## src/rtl/irq_context_ctrl.sv

```systemverilog
// Interrupt context controller: selects the main/shadow register bank, records
// registers written by the ISR, and copies them back into the shadow bank after return.
module irq_context_ctrl #(
  parameter int REG_NUM    = 32,
  parameter int DATA_WIDTH = 64,
  localparam int AW        = $clog2(REG_NUM)
) (
  input  logic                  clk,
  input  logic                  reset,
  input  logic                  irq_req,
  input  logic                  irq_ret,
  input  logic                  cpu_wr_en,
  input  logic [AW-1:0]         cpu_wr_addr,
  input  logic [DATA_WIDTH-1:0] main_rd_data,
  output logic                  interrupt,
  output logic                  irq_ack,
  output logic                  stall,
  output logic [AW-1:0]         sync_rd_addr,
  output logic                  shadow_wr_en,
  output logic [AW-1:0]         shadow_wr_addr,
  output logic [DATA_WIDTH-1:0] shadow_wr_data
);

  typedef enum logic [1:0] {
    ST_RUN  = 2'd0,
    ST_ISR  = 2'd1,
    ST_SYNC = 2'd2
  } state_e;

  state_e               state_q, state_d;
  logic [REG_NUM-1:0]   dirty_q, dirty_d;
  logic [REG_NUM-1:0]   wr_mask;
  logic [REG_NUM-1:0]   idx_mask;
  logic [AW-1:0]        idx;

  always_ff @(posedge clk) begin
    if (!reset) begin
      state_q <= ST_RUN;
      dirty_q <= '0;
    end else begin
      state_q <= state_d;
      dirty_q <= dirty_d;
    end
  end

  // One-hot of the register the CPU writes this cycle; register 0 is never tracked.
  always_comb begin
    wr_mask = '0;
    if (cpu_wr_en && (cpu_wr_addr != '0)) wr_mask[cpu_wr_addr] = 1'b1;
  end

  // Lowest dirty index; scanning downward leaves the lowest set bit last.
  always_comb begin
    idx      = '0;
    idx_mask = '0;
    for (int i = REG_NUM - 1; i >= 0; i--) begin
      if (dirty_q[i]) idx = i[AW-1:0];
    end
    if (dirty_q != '0) idx_mask[idx] = 1'b1;
  end

  always_comb begin
    state_d        = state_q;
    dirty_d        = dirty_q;
    irq_ack        = 1'b0;
    interrupt      = 1'b0;
    stall          = 1'b0;
    sync_rd_addr   = '0;
    shadow_wr_en   = 1'b0;
    shadow_wr_addr = '0;
    shadow_wr_data = main_rd_data;
    unique case (state_q)
      ST_RUN: begin
        if (irq_req && reset) begin
          irq_ack = 1'b1;
          state_d = ST_ISR;
        end
      end
      ST_ISR: begin
        interrupt = 1'b1;
        dirty_d   = dirty_q | wr_mask;
        // A return always wins over a concurrent request; the request stays pending.
        if (irq_ret) state_d = (dirty_d != '0) ? ST_SYNC : ST_RUN;
      end
      ST_SYNC: begin
        stall          = 1'b1;
        sync_rd_addr   = idx;
        shadow_wr_addr = idx;
        // A CPU write to the same register already lands in both banks.
        shadow_wr_en   = !(cpu_wr_en && (cpu_wr_addr == idx));
        dirty_d        = dirty_q & ~idx_mask & ~wr_mask;
        if (dirty_d == '0) state_d = ST_RUN;
      end
      default: begin
        state_d = ST_RUN;
        dirty_d = '0;
      end
    endcase
  end

endmodule

```

## config.mk

```make
export PLATFORM = sky130hd
export DESIGN_NAME = irq_context_ctrl
export DESIGN_NICKNAME = d
export VERILOG_FILES = /design/src/rtl/irq_context_ctrl.sv
export SDC_FILE = /design/constraint.sdc
export NUM_CORES = 1
export LEC_CHECK = 0
export CAP_MARGIN = 20
export CORE_MARGIN = 4
export CORE_UTILIZATION = 45
export CTS_CLUSTER_SIZE = 24
export DETAILED_ROUTE_END_ITERATION = 10
export PLACE_DENSITY = 0.87
export SLEW_MARGIN = 20
export SYNTH_ARGS = -nofsm -noshare
export SYNTH_HDL_FRONTEND = slang
export SYNTH_SLANG_ARGS = --single-unit
export TNS_END_PERCENT = 10
```

## constraint.sdc

```tcl
create_clock -name clk -period 3.6 [get_ports clk]
set_clock_uncertainty 0.05 [all_clocks]
set_input_delay 0.72 -clock clk [delete_from_list [all_inputs] [get_ports clk]]
set_output_delay 0.72 -clock clk [all_outputs]
set_load 0.02 [all_outputs]
```

=== Yosys cells after proc, flatten, opt, wreduce, memory -nomap -nowiden ===
Cells that the tools add are included.

* Order comparisons: 4
* Equality and inequality tests: 6
* Muxes and demuxes: 50
* Bitwise gates (word level): 5
* Reductions and logical operators: 12

{| class="wikitable"
|+ Operators by type and width
! operator !! count
|-
| $mux W5 || 33
|-
| $pmux W32 S3 || 1
|-
| $and A32 B32 Y32 || 2
|-
| $mux W32 || 2
|-
| $not A32 Y32 || 2
|-
| $reduce_bool A32 Y1 || 2
|-
| $logic_not A32 Y1 || 1
|-
| $or A32 B32 Y32 || 1
|-
| $lt A5 B6 Y1 const B || 2
|-
| $demux W1 S5 || 2
|-
| $ge A5 B1 Y1 const B || 2
|-
| $mux W2 || 4
|-
| $mux W1 || 7
|-
| $ne A2 B2 Y1 const B || 3
|-
| $pmux W2 S3 || 1
|-
| $eq A5 B5 Y1 || 1
|-
| $logic_and A1 B1 Y1 || 5
|-
| $reduce_bool A5 Y1 || 1
|-
| $reduce_and A3 Y1 || 1
|-
| $eq A2 B1 Y1 const B || 1
|-
| $eq A2 B2 Y1 const B || 1
|-
| $logic_not A2 Y1 || 1
|-
| $logic_not A1 Y1 || 1
|}

* Register bits: 34
* Output and inout bits: 78

=== Depth between registers and ports, before layout ===
* Depth in word-level cells: 43
* Depth in mapped cells: 12

=== Least setup slack after synthesis ===
OpenSTA, ideal clock, no wires.

* Kind: input to register
* Start: in cpu_wr_addr[1]
* End: reg state_q[0]
* Setup time: 0.095 ns
* Arrival time: 3.035 ns
* Data required time: 3.455 ns
* Slack: 0.420 ns
* Stages on the path: 12
* Cells stage by stage: buf_2 -> and3b_1 -> clkbuf_1 -> nand2_1 -> a31o_2 -> a311oi_2 -> o2111ai_1 -> a211o_1 -> nor3_2 -> nand4_1 -> or3_1 -> o311ai_1

* Cells in the longest elaborated chain, start to end: 10
* Elaborated cells between the ends (all ways): 13

{| class="wikitable"
|+ RTL lines
! element !! line !! RTL
|-
| from (decl) || 13 || <nowiki>input logic [AW-1:0] cpu_wr_addr,</nowiki>
|-
| $lt A5 B6 Y1 (implied by the code) or $ge A5 B1 Y1 (tied branches) || 49 || <nowiki>if (cpu_wr_en && (cpu_wr_addr != '0)) wr_mask[cpu_wr_addr] = 1'b1;</nowiki>
|-
| $logic_and A1 B1 Y1 (implied by the code) || 49 ||
|-
| $mux W1 (implied by the code) || 49 ||
|-
| $demux W1 S5 || 49 ||
|-
| $mux W32 * || 49 ||
|-
| $not A32 Y32 * || 91 || <nowiki>dirty_d = dirty_q & ~idx_mask & ~wr_mask;</nowiki>
|-
| $and A32 B32 Y32 * || 91 ||
|-
| $logic_not A32 Y1 * || 92 || <nowiki>if (dirty_d == '0) state_d = ST_RUN;</nowiki>
|-
| $ne A2 B2 Y1 (no line) * || -- ||
|-
| $reduce_and A3 Y1 (no line) * || -- ||
|-
| to (signal assigned) || 41 || <nowiki>state_q <= state_d;</nowiki>
|-
| to (decl) || 30 || <nowiki>state_e state_q, state_d;</nowiki>
|}

Every way passes the cells marked *; elsewhere a longest branch is shown, timed or not.
A chain may end at the register's enable or synchronous reset.

=== Worst setup path after layout ===
* Start: reg dirty_q[22]
* End: out sync_rd_addr[1]

* Cells in the longest elaborated chain, start to end: 24

{| class="wikitable"
|+ RTL lines
! element !! line !! RTL
|-
| from (decl) || 31 || <nowiki>logic [REG_NUM-1:0] dirty_q, dirty_d;</nowiki>
|-
| from (signal assigned) || 42 || <nowiki>dirty_q <= dirty_d;</nowiki>
|-
| $mux W5 (23 in series) || 57 || <nowiki>if (dirty_q[i]) idx = i[AW-1:0];</nowiki>
|-
| $mux W5 || 72 || <nowiki>unique case (state_q)</nowiki>
|-
| to (decl) || 18 || <nowiki>output logic [AW-1:0] sync_rd_addr,</nowiki>
|}

Every way passes these cells.

==> flow_summary.json <==
{
  "run_status": "complete, no violations",
  "dpl_hpwl_um": 11900,
  "num-nets-final": 665,
  "average_routed_wire_per_standard_cell_um": 22.6,
  "first_iter_violations": 411,
  "cts.sinks": 34,
  "synth_enable_flop_cells": 0,
  "tritoncts": "done",
  "syn_area_um2": 3980,
  "die_height_um": 102,
  "predominant_post_synthesis_flop_cell": "dfxtp_1",
  "vias_per_cell": 6.39,
  "internal_power_mw": 0.921,
  "r2r-start": "dirty_q[22]$_SDFFE_PN0N_",
  "period_share_pct": 97.8,
  "antenna_found_initial": 0,
  "whs_path_depth": 2,
  "wirelength_um": 15800,
  "n_antenna_cell": 0,
  "proportion_of_synthesized_flip_flops_having_asynchronous_set_or_reset_pct": 0,
  "power.leakage_nw": 1.94,
  "yosys_warnings": 0,
  "clockPowerShare_pct": 17.6,
  "rows": 34,
  "report.final.slew_viol_count": 0,
  "die_x_um": 102,
  "synth_top_area_cell": "dfxtp_1",
  "worst_setup_path_startpoint": "dirty_q[22]$_SDFFE_PN0N_",
  "worst_hold_startpoint": "dirty_q[30]$_SDFFE_PN0N_",
  "portBuffers": 23,
  "slew_headroom_pct": 23.6,
  "yosys.cell_types.count": 70,
  "worstMarginPinSlew_ns": 1.15,
  "grt_overflow": 0,
  "gp_congestion": 1.02,
  "worstSkewPairLatency_ns": 0.30,
  "pwr_density_cell_nw_per_um2": 396,
  "groute.usage.overall_pct": 30.3,
  "grt_max_degree": 40,
  "path_clk_slew_ns": 0.07,
  "drtPass1Iterations": 5,
  "critPathMaxFanout": 6,
  "postSynthRegisterBits": 34,
  "timing.final.setup_violations": 0,
  "critical_path_class": "flop to output pin",
  "ctsRootBufferMaster": "clkbuf_8",
  "setup-tns-final_ns": 0,
  "post-route-min-period_ns": 3.52,
  "post-synth-top-area-fraction_pct": 17.1,
  "critical_path.endpoint_type": "output pin",
  "pin_count": 152,
  "synthToLayoutAreaGrowth_pct": 13.4,
  "nFillCells": 896,
  "power_frac_seq_pct": 22.7,
  "clock_tree.buffer_depth": 2,
  "setup_repair_after_global_routing_missed_its_margin": "true",
  "hold_end": "dirty_q[30]$_SDFFE_PN0N_",
  "reg2reg_to": "state_q[1]$_SDFFE_PN0P_",
  "clock.fmax_ghz": 0.284,
  "drc": 0,
  "grt_pass1_vias": 4247,
  "max-vdd-ir-drop_mv": 0.207,
  "number_of_cts_inserted_buffers": 5,
  "synth_area_per_cell_um2": 6.96,
  "syn-num-nets": 648,
  "core_area_um2": 8680,
  "max_cap_violations": 0,
  "synth_top_cells_by_area": "dfxtp_1 (17%), buf_4 (13%), a21oi_1 (6.8%), nor2_1 (6.2%), o21ai_0 (5.9%)",
  "crit_path_start_kind": "flop",
  "route.vias.total": 4452,
  "switching_share_pct": 48.4,
  "holdCritPathClass": "flop to flop",
  "finalHoldWorstSlack_ns": 0.553,
  "htree_levels": 2,
  "ys_seq_area_share_pct": 17.1,
  "hold_viol": 0,
  "timing.reg2reg.worst_path_depth": 12,
  "ff2ff_setup_slack_ns": 0.11,
  "start_util_pct": 45.8,
  "postSynthCellCount": 571,
  "worst-endpoint-required_ns": 2.83,
  "ratio_of_cells_with_drive_above_1_in_the_final_layout_pct": 23.6,
  "fp.dieArea_um2": 10400,
  "power.net_switching_mw": 0.863,
  "pwr-share-comb_pct": 59.7,
  "grt_pass1_wl_um": 24300,
  "critical_path_arrival_ns": 2.75,
  "ant_nets": 0
}
==> power groups by stage <==
stage	registers, mW	clock network [mW]	logic (mW)
5_1_grt	0.406	0.334	1.14
3_5_place_dp	0.413	0	1.02
3_3_place_gp	0.413	0	1.00
6_report	0.405	0.313	1.07
4_1_cts	0.404	0.316	1.02
2_1_floorplan	0.406	0	0.774
==> per-layer routing <==
metal	part of all wire, %	track usage [%]
met2	44	46.3
met1	42	40.8
met3	9.3	5.80
met4	4.6	14.5
met5	0	0
==> sequential cells by signal (all words and copies together), names as in the netlist <==
name and flops:
state_q 2, dirty_q 32
==> synthesized netlist by cell type, types with 5 or more instances <==
library cell	number
a21o_1	11
a21oi_1	54
a31oi_1	11
a32oi_1	7
and3_1	10
buf_1	5
buf_2	8
buf_4	71
clkbuf_1	20
dfxtp_1	34
inv_1	11
nand2_1	57
nand2b_1	5
nand3_1	11
nor2_1	66
nor2b_1	5
nor3_1	11
nor3b_1	12
o211a_1	8
o21ai_0	47
or3_1	6
==> layout make-up <==
class / count / area [µm²] / share of cell area, %
inverters: 11 / 41.3 / 0.916
well taps: 108 / 135 / 3.00
multi-input cells: 420 / 2630 / 58.2
repair buffers: 116 / 932 / 20.7
flip-flops and latches: 34 / 682 / 15.1
clock buffers: 7 / 86.3 / 1.92
clock inverters: 1 / 5.00 / 0.111
==> stage by stage <==
stage / utilization, % / cells / power [mW] / cell area [µm²] / setup WS (ns)
final: 51.9 / 697 / 1.78 / 4510 / 0.0802
after global routing: 51.9 / 697 / 1.88 / 4510 / -0.0483
after CTS: 51.1 / 696 / 1.74 / 4440 / 0.00264
after detailed placement: 50.2 / 688 / 1.43 / 4350 / -0.167
after global placement: 50.2 / 688 / 1.41 / 4350 / -0.0440
after floorplan: - / 571 / 1.18 / 3980 / 0.420
==> cell families (layout without fill, tap and decap cells) <==
kind of cell,Yosys count,count (layout),synth area share [%]
AND/OR/NAND/NOR,217,217,29.4
XOR/XNOR,6,6,1.32
adder cells (fa/ha/maj),3,3,0.944
buffers and inverters,117,135,18.4
flip-flops,34,34,17.1
AO/OA/AOI/OAI,194,194,32.8
==> how the worst max path moves through the flow <==
stage | to | depth (start not counted)
after floorplan | state_q[0]$_SDFFE_PN0P_ | 12
after global placement | state_q[1]$_SDFFE_PN0P_ | 11
after detailed placement | state_q[1]$_SDFFE_PN0P_ | 11
after CTS | sync_rd_addr[1] | 8
after global routing | state_q[1]$_SDFFE_PN0P_ | 11
final | sync_rd_addr[1] | 8
==> repair_timing <==
| action | in CTS | in global routing |
|---|---|---|
| setup buffers | 0 | 1 |
| resized for setup | 6 | 14 |
| setup endpoints to repair | 7 | 4 |
| pin swaps | 1 | 1 |
| hold buffers | 0 | 0 |
==> critical path, cell delays in order, from the launching register on <==
cell	delay [ns]
dfxtp_1	0.39
nor4_2	0.30
o31a_1	0.24
o2111ai_2	0.23
buf_4	0.22
a22oi_2	0.26
buf_4	0.20
nor2_1	0.05
clkdlybuf4s50_1	0.56
==> layout by cell type, fill, tap and decap left out, drive strengths merged, types with 5 or more instances in the layout <==
master and instances:
nand3 11, a31oi 11, or3 6, a31o 5, and3 11, o211a 8, buf 93, nand2b 5
nor3b 15, nand2 57, inv 11, nor2 68, a32oi 7, nor4 9, o21ai 49, a21o 11
clkdlybuf4s50 16, or2 5, clkbuf 8, a21oi 54, dfxtp 34, nor3 12, nor2b 5, dlygate4sd2 5
(Power assumes the default switching activity.)
